==> src/rtl/sar_control_weighted.sv <==
// SAR ADC control FSM with programmable step weights, LSB majority averaging and saturation; strobe S+(STEPS-LSB_STEPS)+LSB_STEPS*N cycles after first sample.
// No backpressure: start_in/continuous_in are only sampled in IDLE/DONE, triggers while converting are dropped.
module sar_control_weighted #(
   parameter int MATRIX_BITS = 12,
   parameter int STEPS       = 15,
   parameter int LSB_STEPS   = 4,
   parameter int STEP_AW     = 4
) (
   input  logic                   clk,
   input  logic                   rst,
   input  logic                   start_in,
   input  logic                   continuous_in,
   input  logic [2:0]             avg_control_in,
   input  logic [3:0]             sample_cycles_in,
   input  logic                   comparator_in,
   input  logic                   wt_we_in,
   input  logic [STEP_AW-1:0]     wt_addr_in,
   input  logic [MATRIX_BITS-1:0] wt_data_in,
   output logic                   sample_out,
   output logic                   sample_out_n,
   output logic                   enable_loop_out,
   output logic                   busy_out,
   output logic [MATRIX_BITS-1:0] nswitch_out,
   output logic [MATRIX_BITS-1:0] pswitch_out,
   output logic [MATRIX_BITS-1:0] result_out,
   output logic                   conv_finished_strobe_out,
   output logic                   overflow_out
);

   typedef enum logic [1:0] {IDLE, SAMPLE, CONVERT, DONE} state_t;

   localparam logic [STEP_AW-1:0] LAST_STEP = STEP_AW'(STEPS - 1);
   localparam logic [STEP_AW-1:0] AVG_FIRST = STEP_AW'(STEPS - LSB_STEPS);

   function automatic logic [MATRIX_BITS-1:0] default_weight(input int k);
      if (k < MATRIX_BITS)
         return MATRIX_BITS'(1) << (MATRIX_BITS - 1 - k);
      return '0;
   endfunction

   state_t                 state;
   logic [MATRIX_BITS-1:0] weight [2**STEP_AW];
   logic [MATRIX_BITS-1:0] data;
   logic [STEP_AW-1:0]     step;
   logic [4:0]             cyc;
   logic [5:0]             ones;
   logic [3:0]             scnt;
   logic [2:0]             avg_q;
   logic [3:0]             samp_q;
   logic                   ovf_q;

   logic [4:0]             n_len;
   logic [4:0]             step_len;
   logic [5:0]             ones_tot;
   logic [5:0]             thr;
   logic                   decide;
   logic                   step_end;
   logic [3:0]             s_len;
   logic [MATRIX_BITS:0]   trial;
   logic                   carry;
   logic [MATRIX_BITS-1:0] sat_trial;
   logic                   trigger;

   always_comb begin
      case (avg_q)
         3'b001:  n_len = 5'd3;
         3'b010:  n_len = 5'd7;
         3'b011:  n_len = 5'd15;
         3'b100:  n_len = 5'd31;
         default: n_len = 5'd1;
      endcase
   end

   // Single-cycle steps use the same majority rule with a length of one.
   assign step_len  = (step >= AVG_FIRST) ? n_len : 5'd1;
   assign ones_tot  = ones + 6'(comparator_in);
   assign thr       = (6'(step_len) + 6'd1) >> 1;
   assign decide    = (ones_tot >= thr);
   assign step_end  = (cyc == step_len - 5'd1);
   assign s_len     = (samp_q == 4'd0) ? 4'd1 : samp_q;
   assign trial     = {1'b0, data} + {1'b0, weight[step]};
   assign carry     = trial[MATRIX_BITS];
   assign sat_trial = carry ? '1 : trial[MATRIX_BITS-1:0];
   assign trigger   = start_in | continuous_in;

   assign sample_out               = (state == SAMPLE);
   assign sample_out_n             = ~sample_out;
   assign enable_loop_out          = (state == CONVERT);
   assign busy_out                 = (state != IDLE);
   assign conv_finished_strobe_out = (state == DONE);
   assign nswitch_out              = (state == CONVERT) ? sat_trial : data;
   assign pswitch_out              = ~nswitch_out;

   always_ff @(posedge clk) begin
      if (rst) begin
         for (int k = 0; k < 2**STEP_AW; k++)
            weight[k] <= default_weight(k);
      end else if (wt_we_in && state == IDLE && int'(wt_addr_in) < STEPS) begin
         weight[wt_addr_in] <= wt_data_in;
      end
   end

   always_ff @(posedge clk) begin
      if (rst) begin
         state        <= IDLE;
         data         <= '0;
         step         <= '0;
         cyc          <= '0;
         ones         <= '0;
         scnt         <= '0;
         avg_q        <= '0;
         samp_q       <= '0;
         ovf_q        <= 1'b0;
         result_out   <= '0;
         overflow_out <= 1'b0;
      end else begin
         case (state)
            IDLE: begin
               if (trigger) begin
                  avg_q  <= avg_control_in;
                  samp_q <= sample_cycles_in;
                  scnt   <= '0;
                  data   <= '0;
                  ovf_q  <= 1'b0;
                  state  <= SAMPLE;
               end
            end
            SAMPLE: begin
               data <= '0;
               if (scnt == s_len - 4'd1) begin
                  step  <= '0;
                  cyc   <= '0;
                  ones  <= '0;
                  state <= CONVERT;
               end else begin
                  scnt <= scnt + 4'd1;
               end
            end
            CONVERT: begin
               if (step_end) begin
                  cyc  <= '0;
                  ones <= '0;
                  if (decide) begin
                     data <= sat_trial;
                     if (carry)
                        ovf_q <= 1'b1;
                  end
                  // Final decision is folded straight into the published result.
                  if (step == LAST_STEP) begin
                     result_out   <= decide ? sat_trial : data;
                     overflow_out <= ovf_q | (decide & carry);
                     state        <= DONE;
                  end else begin
                     step <= step + 1'b1;
                  end
               end else begin
                  cyc  <= cyc + 5'd1;
                  ones <= ones_tot;
               end
            end
            DONE: begin
               data <= '0;
               if (trigger) begin
                  avg_q  <= avg_control_in;
                  samp_q <= sample_cycles_in;
                  scnt   <= '0;
                  ovf_q  <= 1'b0;
                  state  <= SAMPLE;
               end else begin
                  state <= IDLE;
               end
            end
            default: state <= IDLE;
         endcase
      end
   end

endmodule

==> config.mk <==
export PLATFORM = sky130hd
export DESIGN_NAME = sar_control_weighted
export DESIGN_NICKNAME = d
export VERILOG_FILES = /design/src/rtl/sar_control_weighted.sv
export SDC_FILE = /design/constraint.sdc
export NUM_CORES = 1
export LEC_CHECK = 0
export CAP_MARGIN = 5
export CORE_MARGIN = 2
export CORE_UTILIZATION = 50
export DETAILED_ROUTE_END_ITERATION = 10
export DONT_BUFFER_PORTS = 1
export GPL_TIMING_DRIVEN = 0
export PLACE_DENSITY = 0.65
export SYNTH_ARGS = -nofsm -noshare
export SYNTH_HDL_FRONTEND = slang
export SYNTH_SLANG_ARGS = --single-unit
export TNS_END_PERCENT = 100
==> constraint.sdc <==
create_clock -name clk -period 5 [get_ports clk]
set_input_delay 0.5 -clock clk [delete_from_list [all_inputs] [get_ports clk]]
set_output_delay 0.5 -clock clk [all_outputs]
set_load 0.01 [all_outputs]
==> impl_metrics.yaml, run 1 <==
final_layout:
  area_growth_pct: 13.6
  drive_above_1_share_pct: 15.7
  final_cell_area_um2: 14300
  fillers: 2081
  final_cells: 1415
  nets: 1121
  final_util_pct: 57.3
run_status:
  status: "completed"
setup_path:
  slowest_stage: "mux4_2"
  cp_max_fo: 10
  r2r_cells: 13
  rr_endpoint: "result_out[1]$_SDFFE_PP0P_"
  reg2reg_slack_ns: 0.89
  critPathRequiredTime_ns: 4.50
  end_kind: "output port"
  cpMostUsedCell: "mux4_2"
  critical_path_class: "reg2out"
  worstSetupStartpointType: "flop"
  slowest_delay_ns: 0.55
  path_cells: "buf_12 > buf_8 > mux4_2 > mux4_2 > ha_1 > fa_2 > a211oi_2 > o21bai_1 > a221o_1 > xor2_2 > nor2_2 > a21oi_1"
  crit_arrival_ns: 4.30
sta:
  slew_headroom_pct: 34.9
  timing.fmax_mhz: 208
  hold_viol: 0
  finClkSkew_ns: 0.0502
  rsz0062_at_grt: "false"
  layout_setup_ws_ns: 0.203
  worstMarginPinSlew_ns: 0.974
  finalSetupViolCount: 0
  maxSlewViolCount: 0
  holdWs_ns: 0.0941
  post-route-period-util_pct: 95.9
  fin_setup_tns_ns: 0
  min_period_ns: 4.80
clock_tree:
  cts_sinks: 250
  clk-insertion-delay-late_ns: 0.58
  cts_max_path_buffers: 3
  cts_root_buffer: "clkbuf_16"
  cts_hold_buf: 0
  cts_tree: "yes"
  numCtsBuffers: 28
  htreeDepth: 1
  clk_pin_slew_ns: 0.06
floorplanning:
  initial_core_util_pct: 50.4
  fp-row-count: 58
  ioPinCount: 71
  die_w_um: 163
  die_y_um: 163
  dieArea_um2: 26500
  fp.coreArea_um2: 25000
yosys:
  yosys_warnings: 0
  yosys.area.top_type_share_pct: 45.8
  yosys-top-cells-count: "edfxtp_1 (192), and2_1 (172), mux4_2 (60)"
  synth_area_leaders: "edfxtp_1 (46%), mux4_2 (11%), dfxtp_1 (9.2%)"
  async_flop_share_pct: 0
  synth.most_common_cell: "edfxtp_1"
  avgSynthCellArea_um2: 12.5
  ys_seq_area_share_pct: 55.0
  synthFlopType: "edfxtp_1"
  ys_types: 70
  synth_edf_count: 192
  synth_top_area_cell: "edfxtp_1"
  synth_area_um2: 12600
  ys_ff_latch: 250
  syn_inst: 1009
drt:
  drt-pass1-iter-count: 5
  viasPerCell: 5.93
  drc: 0
  drt_iter0_markers: 630
  via_count: 8395
  drt_wl_total_um: 32600
  drtAntennaViolNets: 0
  post_drt_wl_per_cell_um: 23.0
grt:
  grt_pass1_wl_um: 49200
  grt_max_degree: 17
  antenna_found_initial: 0
  grt_usage_pct: 25.1
  first_global_vias: 8233
  grt_overflow: 0
hold_path:
  worstHoldStart: "wt_data_in[10]"
  hold_path_end: "weight[1][10]$_SDFFCE_PN1P_"
  min_path_type: "in2reg"
  worstHoldPathCells: 1
placed_design:
  port-buffer-count: 0
  place_inst: 1362
  hpwlAfterDp_um: 23200
  placed_cell_area_um2: 13200
  gp_congestion: 0.879
  dp_slack_ns: -0.631
power_and_ir_drop:
  worst_ir_drop_vdd_uv: 284
  power.total_mw: 5.51
  leakage_nw: 5.08
  power_density_nw_per_um2: 385
job:
  drv_cap: 0
-- worst max path at each step --
stage	cells after the start	startpoint	end
finish	12	flop	nswitch_out[8]
global route	13	flop	pswitch_out[7]
CTS	13	flop	pswitch_out[9]
detailed placement	13	flop	pswitch_out[2]
global placement	13	flop	pswitch_out[2]
floorplan	13	flop	pswitch_out[11]
-- kinds of logic after synthesis --
group                      count (synthesis)  synth area share, %
xor gates and xnor gates                  17                 1.18
adders and majority gates                 30                 3.04
and+or+nand+nor                          384                 17.3
buffers and inverters                     90                 2.81
AOI/OAI and AO/OA                        169                 9.24
DFF                                      250                 55.0
muxes                                     68                 11.4
other                                      1               0.0298
-- layout by cell type, fill, tap and decap left out, types with 8 or more instances in the layout --
| master | n |
|---|---|
| conb_1 | 12 |
| inv_1 | 22 |
| nor2_1 | 51 |
| xnor2_1 | 9 |
| clkbuf_1 | 50 |
| edfxtp_1 | 192 |
| mux4_2 | 60 |
| clkbuf_16 | 28 |
| ha_1 | 27 |
| and2_1 | 171 |
| o211ai_1 | 8 |
| or3_1 | 16 |
| nand2b_1 | 13 |
| nand3_1 | 15 |
| and3_1 | 8 |
| nand2_1 | 44 |
| buf_6 | 10 |
| o2bb2ai_1 | 9 |
| nor3_1 | 16 |
| o21ai_1 | 16 |
| a21oi_1 | 36 |
| a21o_1 | 14 |
| buf_4 | 10 |
| o21ai_0 | 10 |
| nand4_1 | 8 |
| nand3b_1 | 11 |
| dfxtp_1 | 58 |
| o22ai_1 | 8 |
-- sequential cells by signal (all words and copies together), names as in the netlist, 2 cells and up, named ones only --
signal / cells
avg_q: 3
state: 2
ones: 6
data: 12
weight: 192
result_out: 12
scnt: 4
step: 4
cyc: 5
samp_q: 4
-- timing repair --
item                                    CTS  global route
endpoints found under the setup margin   39            20
pin swaps                                 2             1
gates resized for setup                  36            19
buffers inserted                          3             1
-- critical path, delay by kind of cell, from the launching register on --
kind | cells | cell delay (ns)
DFF | 1 | 0.40
and+or+nand+nor | 1 | 0.08
adders and majority gates | 2 | 0.62
xor gates and xnor gates | 1 | 0.23
muxes | 2 | 1.05
buffers and inverters | 2 | 0.36
AOI/OAI and AO/OA | 4 | 1.01
-- power breakdown --
part	internal, mW	switching, mW
registers	2.34	0.0570
clock network	1.32	0.859
logic	0.338	0.601
-- cell type report --
| class | count | area, um^2 | area share, % |
|---|---|---|---|
| antenna | 1 | 2.50 | 0.0175 |
| buffer | 64 | 308 | 2.15 |
| clock buffer | 34 | 743 | 5.19 |
| clock inverter | 18 | 243 | 1.70 |
| inverter | 22 | 82.6 | 0.577 |
| multi-input combinational | 680 | 5440 | 38.0 |
| sequential | 250 | 6930 | 48.4 |
| tap | 330 | 413 | 2.89 |
| timing repair buffer | 16 | 154 | 1.08 |
-- metal layers --
layer,global-route usage (%),routed length [um],vias up
met5,0,0,-
met4,7.64,1020,0
met3,5.86,2600,60
met2,41.3,15700,310
met1,33.4,13300,4129
li1,-,-,3896
Power figures use the tool's default switching activity.
==> run 2: changes to the inputs <==
Settings changed: CORE_ASPECT_RATIO set to 1.25.
==> impl_metrics.yaml, run 2 (synthesis gave the netlist of run 1 again) <==
setup_path:
  cp_max_fo: 10
  rr_endpoint: "result_out[0]$_SDFFE_PP0P_"
  cpMostUsedCell: "mux4_2"
  crit_buf_inv: 2
  endpoint: "pswitch_out[8]"
  path_cells: "buf_6 > buf_8 > mux4_2 > mux4_2 > ha_1 > fa_2 > a211oi_2 > o21bai_1 > a221o_1 > xor2_2 > nor2_2 > a21o_1"
  crit_arrival_ns: 4.29
  crit_family: "multiplexers"
  slowest_delay_ns: 0.57
  critical_path_class: "reg2out"
  worstSetupStartpointType: "flop"
  path_depth: 12
  r2r_cells: 13
  slowest_stage: "mux4_2"
  critPathRequiredTime_ns: 4.50
  reg2reg_slack_ns: 0.76
  end_kind: "output port"
sta:
  finClkSkew_ns: 0.00993
  rsz0062_at_grt: "false"
  worstMarginPinSlew_ns: 0.911
  hold_viol: 0
  slew_headroom_pct: 39.3
  min_period_ns: 4.79
  finalSetupViolCount: 0
  post-route-period-util_pct: 95.7
  maxSlewViolCount: 0
  timing.fmax_mhz: 209
floorplanning:
  fp-row-count: 64
  fp.coreArea_um2: 24600
  dieArea_um2: 26500
  initial_core_util_pct: 51.2
  die_y_um: 181
  die_w_um: 146
  ioPinCount: 71
job:
  drv_cap: 0
grt:
  first_global_vias: 8487
  grt_max_degree: 14
  antenna_found_initial: 0
  grt_pass1_wl_um: 49800
  grt_usage_pct: 24.8
  grt_overflow: 0
power_and_ir_drop:
  seqPwrFrac_pct: 46.5
  p_clk_share_pct: 35.4
  p_int_mw: 3.71
  p_sw_share_pct: 27.9
  comb_power_share_pct: 18.1
  leakage_nw: 4.98
  power_density_nw_per_um2: 365
  worst_ir_drop_vdd_uv: 282
  power.switching_mw: 1.44
final_layout:
  final_cell_mix: "edfxtp_1 (192), and2_1 (171), mux4_2 (60)"
  final_common_cell: "edfxtp_1"
  multi_input_comb_area_um2: 5440
  top_register: "weight"
  drive_above_1_share_pct: 14.9
  final_cells: 1410
  regArea_um2: 6930
  nets: 1119
  final_util_pct: 57.4
  antenna_cells: 0
  largest_register_ffs: 192
  reg_top3: "weight: 192 flops, data: 12 flops, result_out: 12 flops"
  area_growth_pct: 12.0
  fillers: 2058
clock_tree:
  cts_max_path_buffers: 3
  clk-insertion-delay-late_ns: 0.53
  htreeDepth: 1
  numCtsBuffers: 26
  cts_root_buffer: "clkbuf_16"
  cts_tree: "yes"
  clk_pin_slew_ns: 0.06
  cts_sinks: 250
drt:
  drt_iter0_markers: 717
  met2_wirelength_um: 16700
  post_drt_wl_per_cell_um: 23.1
  via_count: 8371
  drt_wl_total_um: 32600
  highest_layer: "met4"
  met3_length_um: 2100
  drtAntennaViolNets: 0
  drt-pass1-iter-count: 7
  viasPerCell: 5.94
  drc: 0
  wl_met1_um: 12700
hold_path:
  min_path_type: "in2reg"
  worstHoldPathCells: 2
placed_design:
  place_inst: 1362
  gp_congestion: 0.922
  hpwlAfterDp_um: 23700
  port-buffer-count: 0
run_status:
  status: "completed"
## run 2: cell types whose count changed in the layout (fill, tap and decap cells not counted), moves of 3 or more
cell	previous run	this run
clkbuf_1	50	53
bufinv_16	5	1
clkinv_2	7	4
clkinvlp_2	0	3
buf_2	5	8
clkinv_1	3	6
## run 2: metrics by stage
step                      setup TNS, ns  setup WS (ns)  area (um^2)  hold slack (ns)  total power [mW]
after floorplan                       0          0.450        12600            0.450              3.08
after global placement           -12.70         -0.611        13000            0.464              3.31
after detailed placement         -12.90         -0.617        13200            0.472              3.34
after CTS                             0         0.0185        14100           0.0860              5.16
after global routing                  0         0.0190        14100           0.0970              5.34
final                                 0          0.214        14100            0.106              5.14
## run 2: metal layers
metal,GRT usage [%],vias up
met5,0,-
met4,9.25,0
met3,4.62,60
met2,44.0,315
met1,30.2,4102
li1,-,3894
## run 2: power by group through the flow
stage                     Sequential (mW)  Combinational, mW  Clock (mW)
after floorplan                      2.42              0.664           0
after global placement               2.44              0.875           0
after detailed placement             2.44              0.899           0
after CTS                            2.39              0.923        1.85
after global routing                 2.40               1.01        1.92
final                                2.39              0.929        1.82
## run 2: layout make-up
cell class              count  area share, %
clock inverters            15          0.683
flip-flops and latches    250           49.1
clock buffers              33           4.95
repair buffers             17           1.14
well taps                 330           2.93
multi-input cells         680           38.5
plain buffers              63           2.05
inverters                  22          0.586
## run 2: worst min path at each step
stage	from	slack, ns	to
after CTS	sample_cycles_in[3]	0.09	samp_q[3]$_SDFFE_PP0P_
after floorplan	ones[5]$_SDFFE_PP0P_	0.45	ones[5]$_SDFFE_PP0P_
after global placement	ones[5]$_SDFFE_PP0P_	0.46	ones[5]$_SDFFE_PP0P_
final	sample_cycles_in[3]	0.11	samp_q[3]$_SDFFE_PP0P_
after global routing	avg_control_in[0]	0.1	avg_q[0]$_SDFFE_PP0P_
after detailed placement	ones[5]$_SDFFE_PP0P_	0.47	ones[5]$_SDFFE_PP0P_
## run 2: timing repair
action | 4_1_cts | 5_1_grt
endpoints found under the setup margin | 39 | 23
gates resized for setup | 34 | 15
gates cloned | 0 | 0
hold buffers | 0 | 0
buffers inserted | 5 | 0
pin swaps | 2 | 0
==> run 3: changes to the inputs <==
Clock period 5 ns to 5.7 ns, I/O delays scaled along.
==> impl_metrics.yaml, run 3 (synthesis gave the netlist of run 1 again) <==
run_status:
  status: "completed"
floorplanning:
  die_w_um: 146
  die_y_um: 181
  ioPinCount: 71
  fp.coreArea_um2: 24600
  initial_core_util_pct: 51.2
  dieArea_um2: 26500
  fp-row-count: 64
setup_path:
  cp_max_fo: 10
  slowest_stage: "mux4_2"
  crit_family: "multiplexers"
  crit_buf_inv: 4
  worstSetupStartpointType: "flop"
  critical_path_class: "reg2out"
  end_kind: "output port"
  crit_arrival_ns: 4.87
  critPathRequiredTime_ns: 5.13
  path_cells: "clkbuf_4 > buf_4 > mux4_2 > mux4_2 > ha_1 > clkbuf_1 > nand2_1 > o211ai_1 > o211ai_1 > and2_2 > a31oi_1 > inv_1"
  slowest_delay_ns: 0.59
drt:
  drt_wl_total_um: 32400
  drt_iter0_markers: 664
  viasPerCell: 5.92
  via_count: 8344
  drt-pass1-iter-count: 6
  drc: 0
  post_drt_wl_per_cell_um: 23.0
  drtAntennaViolNets: 0
clock_tree:
  clk-insertion-delay-late_ns: 0.53
  cts_sinks: 250
  cts_hold_buf: 0
  clk_pin_slew_ns: 0.06
  numCtsBuffers: 26
  cts_root_buffer: "clkbuf_16"
  cts_max_path_buffers: 3
  htreeDepth: 1
  cts_tree: "yes"
grt:
  first_global_vias: 8419
  antenna_found_initial: 0
  grt_overflow: 0
  grt_max_degree: 15
  grt_usage_pct: 24.7
  grt_pass1_wl_um: 49600
final_layout:
  area_growth_pct: 11.1
  reg_top3: "weight: 192 flops, data: 12 flops, result_out: 12 flops"
  final_cells: 1409
  top_register: "weight"
  final_common_cell: "edfxtp_1"
  drive_above_1_share_pct: 12.9
  final_cell_area_um2: 14000
  nets: 1117
  fillers: 2065
  largest_register_ffs: 192
  final_cell_mix: "edfxtp_1 (192), and2_1 (171), mux4_2 (60)"
job:
  drv_cap: 0
sta:
  holdWs_ns: 0.176
  post-route-period-util_pct: 95.4
  finalSetupViolCount: 0
  worstMarginPinSlew_ns: 0.946
  rsz0062_at_grt: "false"
  timing.fmax_mhz: 184
  min_period_ns: 5.44
  slew_headroom_pct: 37.0
  maxSlewViolCount: 0
  hold_viol: 0
  fin_setup_tns_ns: 0
  finClkSkew_ns: 0.0113
power_and_ir_drop:
  worst_ir_drop_vdd_uv: 250
  power_density_nw_per_um2: 321
  leakage_nw: 4.94
placed_design:
  hpwlAfterDp_um: 23700
  placed_cell_area_um2: 13200
  gp_congestion: 0.922
  port-buffer-count: 0
  place_inst: 1362
hold_path:
  worstHoldStart: "avg_control_in[0]"
  min_path_type: "in2reg"
## run 3: timing repair
action | CTS | global route
setup endpoints to repair | 24 | 21
endpoints found under the hold margin | 0 | 0
resized for setup | 9 | 9
setup buffers | 0 | 0
pin swaps | 0 | 0
## run 3: worst paths after layout
check        cells past startpoint  slack, ns                    endpoint
min                              2       0.18       avg_q[0]$_SDFFE_PP0P_
max                             12       0.26              pswitch_out[5]
max reg2reg                     12       1.13  result_out[9]$_SDFFE_PP0P_
min reg2reg                      2       0.48        ones[5]$_SDFFE_PP0P_
## run 3: per-layer routing
metal | vias to the layer above | track usage (%) | share of wire [%]
li1 | 3881 | - | -
met1 | 4095 | 30.2 | 39
met2 | 309 | 43.7 | 51
met3 | 59 | 4.60 | 6.3
met4 | 0 | 9.41 | 3.6
met5 | - | 0 | 0
## run 3: per-stage QoR
stage / util (%) / power (mW) / setup WS (ns)
floorplan: - / 2.71 / 1.08
global placement: 53.1 / 2.91 / 0.0186
detailed placement: 53.6 / 2.93 / 0.0129
CTS: 56.8 / 4.51 / 0.000992
global route: 56.9 / 4.66 / 0.0294
finish: 56.9 / 4.49 / 0.260
## run 3: layout make-up
class	instances	area, um^2	area share (%)
Clock buffer	33	698	4.99
Buffer	66	279	1.99
Multi-Input combinational cell	680	5360	38.4
Antenna cell	1	2.50	0.0179
Sequential cell	250	6930	49.5
Clock inverter	15	96.3	0.689
Tap cell	330	413	2.95
Timing Repair Buffer	12	124	0.886
Inverter	22	82.6	0.590
## run 3: report_power, final
part,switching [mW],internal [mW]
combinational,0.510,0.283
sequential,0.0494,2.05
clock,0.688,0.907
total,1.25,3.24
